===== config.mk =====
export PLATFORM = sky130hd
export DESIGN_NAME = if_stage
export DESIGN_NICKNAME = d
export VERILOG_FILES = /design/src/rtl/if_pkg.sv /design/src/rtl/if_stage.sv
export SDC_FILE = /design/constraint.sdc
export NUM_CORES = 1
export LEC_CHECK = 0
export CELL_PAD_IN_SITES_DETAIL_PLACEMENT = 1
export CELL_PAD_IN_SITES_GLOBAL_PLACEMENT = 2
export CORE_MARGIN = 5
export CORE_UTILIZATION = 34
export DETAILED_ROUTE_END_ITERATION = 16
export GPL_TIMING_DRIVEN = 1
export HOLD_SLACK_MARGIN = 0.03
export PLACE_DENSITY_LB_ADDON = 0.08
export RECOVER_POWER = 50
export SYNTH_ARGS = -nofsm -noshare
export SYNTH_HDL_FRONTEND = slang
export SYNTH_SLANG_ARGS = --single-unit

===== constraint.sdc =====
create_clock -name clk -period 2.4 [get_ports clk]
set_input_delay 0.72 -clock clk [delete_from_list [all_inputs] [get_ports clk]]
set_output_delay 0.72 -clock clk [all_outputs]
set_load 0.02 [all_outputs]

===== src/rtl/if_pkg.sv =====
// Shared types and constants for the RV32I instruction-fetch stage.
package if_pkg;

  typedef enum logic [1:0] {
    BOOT,
    FETCH,
    HOLD,
    DISCARD
  } if_state_e;

  localparam logic [31:0] NOP_INST = 32'h0000_0013;
  localparam logic [31:0] RESET_PC = 32'h0000_0000;

  function automatic logic [31:0] align_word(input logic [31:0] a);
    return {a[31:2], 2'b00};
  endfunction

endpackage


===== src/rtl/if_stage.sv =====
// Instruction-fetch stage: owns the fetch PC, talks to instruction memory over a
// hold-until-ready handshake and drives the IF/ID register, inserting NOP bubbles.
module if_stage
  import if_pkg::*;
(
  input  logic        clk,
  input  logic        rst,
  input  logic        hazardStall,
  input  logic        EXE_jumpBranch,
  input  logic [31:0] EXE_target,
  output logic        im_req,
  output logic [31:0] im_addr,
  input  logic        im_ready,
  input  logic [31:0] im_rdata,
  output logic [31:0] instruction,
  output logic [31:0] pc
);

  if_state_e   state_q, state_d;
  logic [31:0] addr_q, addr_d;
  logic [31:0] tgt_q, tgt_d;
  logic [31:0] buf_q, buf_d;
  logic [31:0] bufpc_q, bufpc_d;
  logic [31:0] inst_q, inst_d;
  logic [31:0] pc_q, pc_d;

  logic        wordValid;
  logic [31:0] wordInst;
  logic [31:0] wordPc;
  logic [31:0] target;

  assign target  = align_word(EXE_target);
  assign im_addr = addr_q;

  always_comb begin
    state_d   = state_q;
    addr_d    = addr_q;
    tgt_d     = tgt_q;
    buf_d     = buf_q;
    bufpc_d   = bufpc_q;
    im_req    = 1'b0;
    wordValid = 1'b0;
    wordInst  = NOP_INST;
    wordPc    = 32'h0;

    unique case (state_q)
      BOOT: begin
        state_d = FETCH;
      end

      FETCH: begin
        im_req = 1'b1;
        if (im_ready) begin
          if (EXE_jumpBranch) begin
            addr_d = target;
          end else if (hazardStall) begin
            // Decode cannot take the word yet, so park it until the stall clears.
            buf_d   = im_rdata;
            bufpc_d = addr_q;
            addr_d  = addr_q + 32'd4;
            state_d = HOLD;
          end else begin
            wordValid = 1'b1;
            wordInst  = im_rdata;
            wordPc    = addr_q;
            addr_d    = addr_q + 32'd4;
          end
        end else if (EXE_jumpBranch) begin
          tgt_d   = target;
          state_d = DISCARD;
        end
      end

      HOLD: begin
        if (EXE_jumpBranch) begin
          addr_d  = target;
          state_d = FETCH;
        end else if (!hazardStall) begin
          wordValid = 1'b1;
          wordInst  = buf_q;
          wordPc    = bufpc_q;
          state_d   = FETCH;
        end
      end

      DISCARD: begin
        // The stale request must still complete before the redirect target is issued.
        im_req = 1'b1;
        if (EXE_jumpBranch) begin
          tgt_d = target;
        end
        if (im_ready) begin
          addr_d  = EXE_jumpBranch ? target : tgt_q;
          state_d = FETCH;
        end
      end

      default: begin
        state_d = BOOT;
      end
    endcase
  end

  always_comb begin
    inst_d = NOP_INST;
    pc_d   = 32'h0;
    if (EXE_jumpBranch) begin
      inst_d = NOP_INST;
      pc_d   = 32'h0;
    end else if (hazardStall) begin
      inst_d = inst_q;
      pc_d   = pc_q;
    end else if (wordValid) begin
      inst_d = wordInst;
      pc_d   = wordPc;
    end
  end

  always_ff @(posedge clk or negedge rst) begin
    if (!rst) begin
      state_q <= BOOT;
      addr_q  <= RESET_PC;
      tgt_q   <= 32'h0;
      buf_q   <= NOP_INST;
      bufpc_q <= 32'h0;
      inst_q  <= NOP_INST;
      pc_q    <= 32'h0;
    end else begin
      state_q <= state_d;
      addr_q  <= addr_d;
      tgt_q   <= tgt_d;
      buf_q   <= buf_d;
      bufpc_q <= bufpc_d;
      inst_q  <= inst_d;
      pc_q    <= pc_d;
    end
  end

  assign instruction = inst_q;
  assign pc          = pc_q;

endmodule


Yosys cells after proc, flatten, opt, wreduce, memory -nomap -nowiden. Index checks and enable logic that the tools add are counted.

Flip-flop bits (word level): 194. Input port bits: 69.

Reduce and logical (&&, ||, !) cells: 8. Bitwise logic cells: 1. $add $sub $neg: 1. Muxes and demuxes: 31. Equal/unequal tests: 12.

Operators with widths (number): $mux W32 (14); $pmux W32 S2 (3); $pmux W32 S3 (1); $add A32 B3 Y32 const B (1); $mux W2 (7); $ne A3 B3 Y1 const B (4); $ne A2 B2 Y1 const B (4); $pmux W2 S4 (1); $reduce_and A4 Y1 (2); $reduce_and A5 Y1 (1); $eq A2 B2 Y1 const B (2); $mux W1 (4); $reduce_bool A3 Y1 (1); $eq A2 B1 Y1 const B (1); $logic_not A2 Y1 (1); $ne A2 B1 Y1 const B (1); $pmux W1 S2 (1); $reduce_and A2 Y1 (1); $reduce_bool A2 Y1 (1); $reduce_or A2 Y1 (1); $not A1 Y1 (1).

Depth between registers and ports, before layout. Gate-level depths: netlist of run 1.

Depth in word-level cells: 7. Mapped depth: 10. Mapped depth without buffers: 7.

Worst setup path before layout of run 1. OpenSTA, ideal clock, no wires.

Kind: in2reg. From: in EXE_jumpBranch. To: reg addr_q[14], in the netlist im_addr[14]. Path buffers: 2. Stages on the path: 7. Arrival: 2.049 ns. Setup slack: 0.216 ns. Setup time: 0.136 ns. Path through: buf_2 -> buf_1 -> mux2_2 -> a22oi_1 -> nor2_1 -> a221oi_1 -> o21ai_0.

Word-level cells in the longest chain between the ends: 3.

RTL lines: from (decl) (RTL line if_stage.sv:9) `input logic EXE_jumpBranch,`; $mux W32 (on tied branches); $mux W32 (on tied branches) (RTL line if_stage.sv:92, if_stage.sv:53); $pmux W32 S3 (RTL line if_stage.sv:46) `unique case (state_q)`; to (signal assigned) (RTL line if_stage.sv:130) `addr_q <= addr_d;`; to (decl) (RTL line if_stage.sv:20) `logic [31:0] addr_q, addr_d;`.

Several ways; a longest one is shown, not always the timed one. The select of a mux whose other input is x is not followed. A chain may end at the register's enable or synchronous reset.

Final worst setup path of run 1.
From: reg addr_q[21], in the netlist im_addr[21]. To: out im_addr[21].

RTL lines: to (decl) (RTL line if_stage.sv:12) `output logic [31:0] im_addr,`.

No word-level cell between the ends.

==> summary.md, run 1 <==
| Metric | Value |
|---|---|
| Buf/Inv on CP | 1 |
| Fill cell count | 2922 |
| Worst Setup End Kind | output pin |
| Clock share of power | 21.2% |
| Synth-to-Final Area Change | 33.4% |
| Final WL | 28.1 mm |
| Vias in the first global route | around 8k |
| Largest net degree at the start of global routing | 67 |
| Via count | between 7k and 8k |
| Layout cells sized above 1 | 21.4% |
| Htree depth | 4 |
| Row count | 60 |
| Die area | 30200 um^2 |
| Fin. Hold Viols | 0 |
| Die width | roughly 170 um |
| Clock Sinks | just under 200 |
| Setup Fix Bufs, Post-CTS | 0 |
| Worst min-delay path class | register to register |
| Endpoints failing setup | 0 |
| Multi-input gate area | 3970 um^2 |
| Total Routing Usage GR | a little under a fifth |
| Final GP Congestion | 0.798 |
| Combinational share of power | 40.9% |
| Critical path data required time | 1.68 ns |
| Max_cap viols | 0 |
| Period utilisation layout | between 90 and 100% |
| CTS tree | done |
| Clk_lat worst skew | 0.43 ns |
| CP Max Fanout | 6 |
| Synth area leaders | dfrtp_1 52%, mux2_2 12%, a22oi_1 6.6%, o21ai_0 5.5%, nand2_1 3.9% |
| Outcome | finished clean |
| Nets | 1110 |
| Seq. cell area | around 4900 um^2 |
| Clk_skew | 0.0206 ns |
| Cell family with most CP delay | buffers and inverters |
| RSZ-0062 raised after global routing | no |
| Distinct cells, synth | 54 |
| Cell taking the most area after synthesis | dfrtp_1 |
| # diodes | 0 |
| Critical-path top delay cell | clkdlybuf4s50_1 |
| CP max stage delay | 0.67 ns |
| Final core utilization | 45.7% |
| CTS max path bufs | 2 |
| FMAX | ~420 MHz |
| Port buffer count | 163 |
| Switching portion of total power | ~38% |
| Min cycle time layout | 2.35 ns |
| P_sw | 5.12 mW |
| Main synth FF type | dfrtp_1 |
| Max VDD drop | 0.000543 V |
| Critical path startpoint category | register |
| #FFs+latches synth | roughly 190 |
| Pint | 8.46 mW |
| Final HPWL DP | 19.8 mm |
| Initial antenna violation count | 0 |
| Clk root buf | clkbuf_16 |
| Net Count, Synth | 930 |
| Placeable Area | 26700 um^2 |
| Vias per cell | 5.29 |
| Max_slew headroom | between 10 and 15% |
| Cell Pwr Density | 1120 nW/um^2 |
| WHS | 0.464 ns |
| Share of power burned in registers | 38.0% |
| Syn Area/Cell | 10.7 um^2 |
| Syn Inst Count | 856 |
| Clock transition at path regs | 0.09 ns |
| Post-Synthesis Cell Area | approximately 9100 um^2 |
| Syn. warnings | 0 |
| Synth top area share | 51.6% |
| Dpl cell area | 11600 um^2 |
| Die Height | 174 um |
| Worst Tran Pin Value | around 1.3 ns |
| Cts bufs inserted | 17 |
| First-pass GRT wire length | 45.8 mm |
| Worst path arrival time | 1.63 ns |
| Non-Filler Instances | 1390 |
| Post-route DRC | 0 |
| Final instance area | 12200 um^2 |
| Antenna viol nets, final | 0 |
| Initial core utilization | around a third |
| Final slew viol count | 0 |
| WL/cell | 20.2 um |
| Critical path class | register to output pin |
| Leakage power | 5.02 nW |
| Number of flops mapped to enable cells by yosys | 0 |
| CTS Hold Bufs | 0 |
| DR iter-0 viols | 444 |
| Io pins | 166 |
| DRT Pass-1 Iters | 5 |
| Post-synth ARST share | 100% |
| Cell Chain, Critical Path | clkdlybuf4s50_1 |
| R2R Setup Slk | roughly 0.21 ns |
| Register area share after synthesis | 53.3% |
| Remaining Overflow, GRT | 0 |
| Placed Cells | roughly 1.4k |
-- metal layers --
metal  GRT usage [%]  up-vias  share of wire, %
li1                -     3496                 -
met1            27.4     3706                49
met2            30.5      139                47
met3            2.40        8               3.2
met4            3.93        0              0.42
met5               0        -                 0
-- power groups by stage --
stage	sequential (mW)	clock [mW]	combinational, mW
floorplan	5.33	0	2.93
global placement	5.15	0	5.55
detailed placement	5.21	0	5.63
CTS	5.15	2.99	5.65
global route	5.29	3.12	6.13
finish	5.16	2.88	5.55
-- cells by family after synthesis --
kind of cell | synth area share (%)
XOR/XNOR | 1.15
AO/OA/AOI/OAI | 18.5
buffers and inverters | 3.68
flip-flops | 53.3
AND/OR/NAND/NOR | 9.81
adder cells (fa/ha/maj) | 0.686
multiplexers | 12.9
-- metrics by stage --
step | total power [mW] | setup TNS (ns) | worst slack, ns
detailed placement | 10.8 | -6.43 | -0.255
finish | 13.6 | 0 | 0.0470
CTS | 13.8 | 0 | 0.00152
global placement | 10.7 | -4.76 | -0.223
floorplan | 8.26 | 0 | 0.216
global route | 14.5 | 0 | 0.000629
-- sequential cells by signal, summed over array words and instances, names as in the netlist --
signal and cells:
buf_q 32, bufpc_q 32, im_addr 32, instruction 32
pc 32, tgt_q 32, state_q 2
-- placed cells by master (no fill, tap or decap), types with 5 or more instances in the layout --
cell type and count:
dfrtp_1 183, and3_1 5, a31oi_1 9, mux2_2 101, inv_1 15, clkdlybuf4s50_1 156, buf_4 50, buf_12 11
nand4_1 9, nor2_1 35, a221oi_1 18, inv_6 5, xnor2_1 11, nor3_1 14, nand2_1 95, nand3_1 10
a22oi_1 80, clkbuf_16 17, a21oi_1 21, dfrtp_2 5, o21ai_0 101, dfstp_2 6
-- cell usage after synthesis (all sizes together), types with 3 or more instances --
library cell  number
dfrtp            188
o21ai            104
mux2             101
nand2             95
a22oi             80
clkbuf            42
nor2              36
buf               27
a21oi             21
a221oi            18
inv               15
nor3              15
nand3             11
xnor2             11
a31oi              9
nand4              9
dfstp              6
and3               5
ha                 5
nor4               5
a22o               4
mux2i              4
nand2b             4
o22ai              4
and2               3
and4               3
o211ai             3
o21bai             3
or2                3
-- worst paths after layout --
kind,cells past startpoint,start,endpoint
min in group asynchronous,1,rst,instruction[6]
hold / removal,2,instruction[0],instruction[0]
hold reg to reg,2,instruction[0],instruction[0]
max in group asynchronous,2,rst,instruction[23]
setup / recovery,1,im_addr[21],im_addr[21]
setup reg to reg,8,state_q[1],buf_q[24]
-- layout make-up --
class	instances	area share, %
Sequential cell	194	40.0
Multi-Input combinational cell	578	32.6
Timing Repair Buffer	230	18.5
Clock buffer	18	3.61
Tap cell	341	3.51
Clock inverter	14	1.30
Inverter	15	0.463
-- repair_timing --
action	CTS	global route
resized for setup	11	4
hold endpoints to repair	0	0
setup endpoints to repair	8	15
Power figures use the tool's default switching activity.
==> run 2, diff against run 1 <==
- RECOVER_POWER: 50 -> not set
==> run 2 against run 1 <==
  * Critical path depth stayed put
  * Die area is the same
  * Hold slack got worse by 0.24 ns
  * Largest power group unchanged
  * Critical path type unchanged
  * Via count about the same
  * Fmax hardly changed
  * Total power up 0.11%
==> summary.md, run 2 (synthesized netlist as in run 1, its figures left out) <==
| Metric | Value |
|---|---|
| Row count | 60 |
| Remaining Overflow, GRT | 0 |
| CTS Hold Bufs | 0 |
| Total Routing Usage GR | 18.9% |
| WHS | 0.219 ns |
| Cell Chain, Critical Path | clkdlybuf4s50_1 |
| Clk root buf | clkbuf_16 |
| Layout cells sized above 1 | between 20% and 30% |
| Endpoints failing setup | 0 |
| Antenna viol nets, final | 0 |
| Worst Setup End Kind | output pin |
| # diodes | 0 |
| Die Height | 174 um |
| Max_slew headroom | between 50% and 60% |
| CP max stage delay | approximately 0.68 ns |
| Final slew viol count | 0 |
| Largest net degree at the start of global routing | 67 |
| Setup_tns | 0 ns |
| Min cycle time layout | 2.35 ns |
| RSZ-0062 raised after global routing | no |
| Leakage power | 5.05 nW |
| Max_cap viols | 0 |
| Fill cell count | 2914 |
| CTS tree | done |
| Critical Path Start | im_addr[16] |
| DR iter-0 viols | 400 |
| Initial core utilization | 34.2% |
| Final GP Congestion | 0.798 |
| FMAX | 425 MHz |
| Worst path arrival time | 1.63 ns |
| Port buffer count | 163 |
| Reg-to-reg startpoint | state_q[0] |
| Vias per cell | 5.29 |
| Via count | between 7k and 8k |
| Clock transition at path regs | roughly 0.08 ns |
| First-pass GRT wire length | 45.8 mm |
| Cell family with most CP delay | buffers and inverters |
| Outcome | finished clean |
| Most frequent cells in the layout | 182 x dfrtp_1, 156 x clkdlybuf4s50_1, 101 x o21ai_0, 101 x mux2_2, 94 x nand2_1 |
| Worst Tran Pin Value | around 0.61 ns |
| DRT Pass-1 Iters | 4 |
| Worst min-delay path class | input pin to async pin |
| Clk_lat worst skew | approximately 0.43 ns |
| Reg2reg end | im_addr[0] |
| Io pins | 166 |
| CTS max path bufs | 2 |
| WL/cell | ~20 um |
| Htree depth | 4 |
| Critical path data required time | 1.68 ns |
| Critical path class | register to output pin |
| Die area | around 30000 um^2 |
| Initial antenna violation count | 0 |
| Period utilisation layout | approximately 100% |
| Buf/Inv on CP | 1 |
| Vias in the first global route | 7819 |
| Synth-to-Final Area Change | 34.0% |
| Post-route DRC | 0 |
| Critical path startpoint category | register |
| Final WL | 28.1 mm |
| Fin. Hold Viols | 0 |
| Most common cell after layout, fill and taps aside | dfrtp_1 |
| R2R Setup Slk | approximately 0.24 ns |
| Placeable Area | 26700 um^2 |
| Cell Pwr Density | 1110 nW/um^2 |
| R2R depth | 7 |
| CP Max Fanout | 8 |
| Cell depth of the worst setup path | 1 |
| Critical-path top delay cell | clkdlybuf4s50_1 |
| Nets | 1110 |
| Max VDD drop | 0.000543 V |
| Die width | approximately 170 um |
| Clk_skew | roughly 0.018 ns |
| Clock Sinks | 194 |
| Cts bufs inserted | 17 |
| Final HPWL DP | 19.8 mm |
-- run 2: cell count changes in the layout (fill, tap and decap cells not counted), sizes merged --
cell | previous run | this run
buf | 63 | 68
clkbuf | 24 | 19
-- run 2: timing repair --
item,CTS,global route
gates resized for setup,11,4
buffers inserted,0,0
cloned,0,0
endpoints found under the setup margin,8,15
-- run 2: through the flow --
stage	total power [mW]	utilization, %	instance area [um^2]	setup slack (ns)	instances
global route	14.6	45.9	12200	0.000629	1390
CTS	13.8	45.8	12200	0.00152	1390
detailed placement	10.8	43.6	11600	-0.255	1358
floorplan	8.26	-	9120	0.216	856
global placement	10.7	43.6	11600	-0.223	1358
finish	13.6	45.9	12200	0.0453	1390
-- run 2: worst max-delay path by stage --
stage,slack (ns),to
2_1_floorplan,0.22,im_addr[14]
6_report,0.05,im_addr[16]
3_3_place_gp,-0.22,im_addr[27]
5_1_grt,0.0006,im_addr[21]
3_5_place_dp,-0.26,im_addr[27]
4_1_cts,0.002,im_addr[28]
-- run 2: cell type report --
class | instances | area, um^2 | share of cell area [%]
flip-flops and latches | 194 | 4870 | 39.8
multi-input cells | 578 | 3980 | 32.5
repair buffers | 230 | 2300 | 18.8
clock buffers | 18 | 439 | 3.59
well taps | 341 | 427 | 3.49
clock inverters | 14 | 158 | 1.29
inverters | 15 | 56.3 | 0.461
-- run 2: routing by layer --
metal,GRT usage (%),vias to the layer above,wire (um)
li1,-,3498,-
met1,27.4,3712,13900
met2,30.5,133,13200
met3,2.40,12,814
met4,3.93,0,181
met5,0,-,0
-- run 2: power breakdown --
group | internal [mW] | switching [mW] | total, mW
registers | 4.36 | 0.794 | 5.16
clock network | 1.44 | 1.43 | 2.87
logic | 2.68 | 2.89 | 5.57
total | 8.48 | 5.12 | 13.6
==> run 3, diff against run 2 <==
- CTS_CLUSTER_SIZE: not set -> 28
- REMOVE_ABC_BUFFERS: not set -> 1
==> run 3 against run 2 <==
  * Sequential power decreased by 3%
  * Hold slack worse by 0.0072 ns
  * Clock power up 2%
  * Fmax grew 1.8%
  * Combinational power rose by 3%
  * Total power up 0.60%
  * Register-to-register slack lost 0.07 ns
  * Critical path depth increased by 1
  * Global-route usage down 0.38 points
==> summary.md, run 3 (synthesized netlist as in run 1, its figures left out) <==
| Metric | Value |
|---|---|
| Die area | 30200 um^2 |
| Antenna viol nets, final | 0 |
| WHS | 0.212 ns |
| Vias per cell | 5.30 |
| Max_cap viols | 0 |
| Htree depth | 4 |
| Endpoints failing setup | 0 |
| Clk_skew | ~0.012 ns |
| Most frequent cells in the layout | 188 x dfrtp_1, 157 x clkdlybuf4s50_1, 101 x o21ai_0, 101 x mux2_2, 94 x nand2_1 |
| Cell depth of the worst setup path | 2 |
| Critical-path top delay cell | clkdlybuf4s50_1 |
| Reg2reg end | im_addr[28] |
| CTS max path bufs | 2 |
| Total Routing Usage GR | 18.5% |
| DRT Pass-1 Iters | 5 |
| FMAX | about 430 MHz |
| Period utilisation layout | 96.4% |
| Most common cell after layout, fill and taps aside | dfrtp_1 |
| Final WL | 27.7 mm |
| Buf/Inv on CP | 2 |
| Critical path class | register to output pin |
| Clk_lat worst skew | about 0.44 ns |
| Power after layout | approximately 14 mW |
| Placeable Area | 26700 um^2 |
| Remaining Overflow, GRT | 0 |
| # diodes | 0 |
| Leakage power | 5.12 nW |
| Worst Setup End Kind | output pin |
| DR iter-0 viols | around 400 |
| Max_slew headroom | between 50% and 60% |
| Nets | around 1.1k |
| WL/cell | 19.7 um |
| Cell Chain, Critical Path | buf_4 > clkdlybuf4s50_1 |
| End point of the critical path | im_addr[4] |
| Worst Tran Pin Value | 0.667 ns |
| CTS tree | done |
| Min cycle time layout | around 2.3 ns |
| Largest net degree at the start of global routing | 62 |
| Max VDD drop | 0.000404 V |
| Synth-to-Final Area Change | 34.9% |
| Worst path arrival time | between 1.5 and 2 ns |
| Cell family with most CP delay | buffers and inverters |
| Clock transition at path regs | about 0.080 ns |
| Die Height | approximately 170 um |
| R2R depth | 8 |
| CP Max Fanout | 8 |
| Final GP Congestion | 0.771 |
| Vias in the first global route | 7800 |
| Initial core utilization | 34.2% |
| Initial antenna violation count | 0 |
| Io pins | 166 |
| Row count | 60 |
| Critical path data required time | 1.68 ns |
| Final slew viol count | 0 |
| First-pass GRT wire length | roughly 45 mm |
| Fin. Hold Viols | 0 |
| Post-route DRC | 0 |
| Outcome | finished clean |
| Die width | approximately 170 um |
| Final HPWL DP | roughly 19 mm |
| Port buffer count | 163 |
| Critical path startpoint category | register |
| Clk root buf | clkbuf_16 |
| Critical Path Start | im_addr[4] |
| Cell Pwr Density | 1110 nW/um^2 |
| CTS Hold Bufs | 0 |
| Worst min-delay path class | input pin to async pin |
| Layout cells sized above 1 | between 20% and 30% |
| Clock Sinks | 194 |
| Reg-to-reg startpoint | state_q[0] |
| Via count | roughly 7.4k |
| CP max stage delay | 0.62 ns |
| RSZ-0062 raised after global routing | no |
| Cts bufs inserted | 17 |
| R2R Setup Slk | 0.17 ns |
[run 3: cell count changes in the layout (fill, tap and decap cells not counted), sizes merged]
cell	before	now
buf	68	83
clkinvlp	0	2
dlymetal6s2s	1	2
clkdlybuf4s15	1	0
clkdlybuf4s50	156	157
clkinv	6	4
dlygate4sd2	3	1
[run 3: worst min-delay path by stage]
stage | from | endpoint | cells after the start
6_report | rst | instruction[30] | 1
5_1_grt | rst | instruction[30] | 1
4_1_cts | rst | instruction[30] | 1
3_5_place_dp | instruction[1] | instruction[1] | 2
3_3_place_gp | instruction[1] | instruction[1] | 2
2_1_floorplan | rst | buf_q[10] | 0
[run 3: repair_timing]
| action | 4_1_cts | 5_1_grt |
|---|---|---|
| buffers inserted | 3 | 0 |
| resized for setup | 7 | 2 |
| endpoints found under the setup margin | 11 | 2 |
[run 3: final cells by class]
cell class | instances | area (um^2)
Inverter | 15 | 56.3
Timing Repair Buffer | 244 | 2390
Fill cell | 2901 | 14300
Multi-Input combinational cell | 578 | 3980
Sequential cell | 194 | 4860
Clock buffer | 18 | 439
Tap cell | 341 | 427
Clock inverter | 14 | 158
[run 3: per-layer routing]
metal | routed length [um] | global-route usage, % | vias up
met5 | 0 | 0 | -
met3 | 898 | 3.23 | 19
met2 | 13300 | 30.3 | 131
li1 | - | - | 3520
met4 | 265 | 3.73 | 0
met1 | 13200 | 26.0 | 3776
[run 3: stage by stage]
stage	setup slack [ns]	cell area (um^2)	TNS [ns]	std cells	utilization, %
2_1_floorplan	-3.36	8840	-386.13	787	-
3_3_place_gp	-0.269	11700	-6.46	1369	43.8
4_1_cts	0.00476	12300	0	1404	46.2
3_5_place_dp	-0.357	11700	-7.35	1369	43.8
5_1_grt	0.0133	12300	0	1404	46.2
6_report	0.0875	12300	0	1404	46.2
[run 3: report_power, final]
| group | total [mW] | switching, mW | internal, mW |
|---|---|---|---|
| Combinational | 5.75 | 2.98 | 2.76 |
| Sequential | 5.02 | 0.664 | 4.36 |
| Clock | 2.92 | 1.48 | 1.43 |
[run 3: worst register-to-register path, stage by stage (launching register included)]
cell	delay, ns
dfrtp_1	0.43
ha_1	0.25
or2_2	0.30
buf_4	0.15
o211ai_4	0.35
buf_4	0.24
nor2_1	0.05
a221oi_1	0.20
o21ai_0	0.14
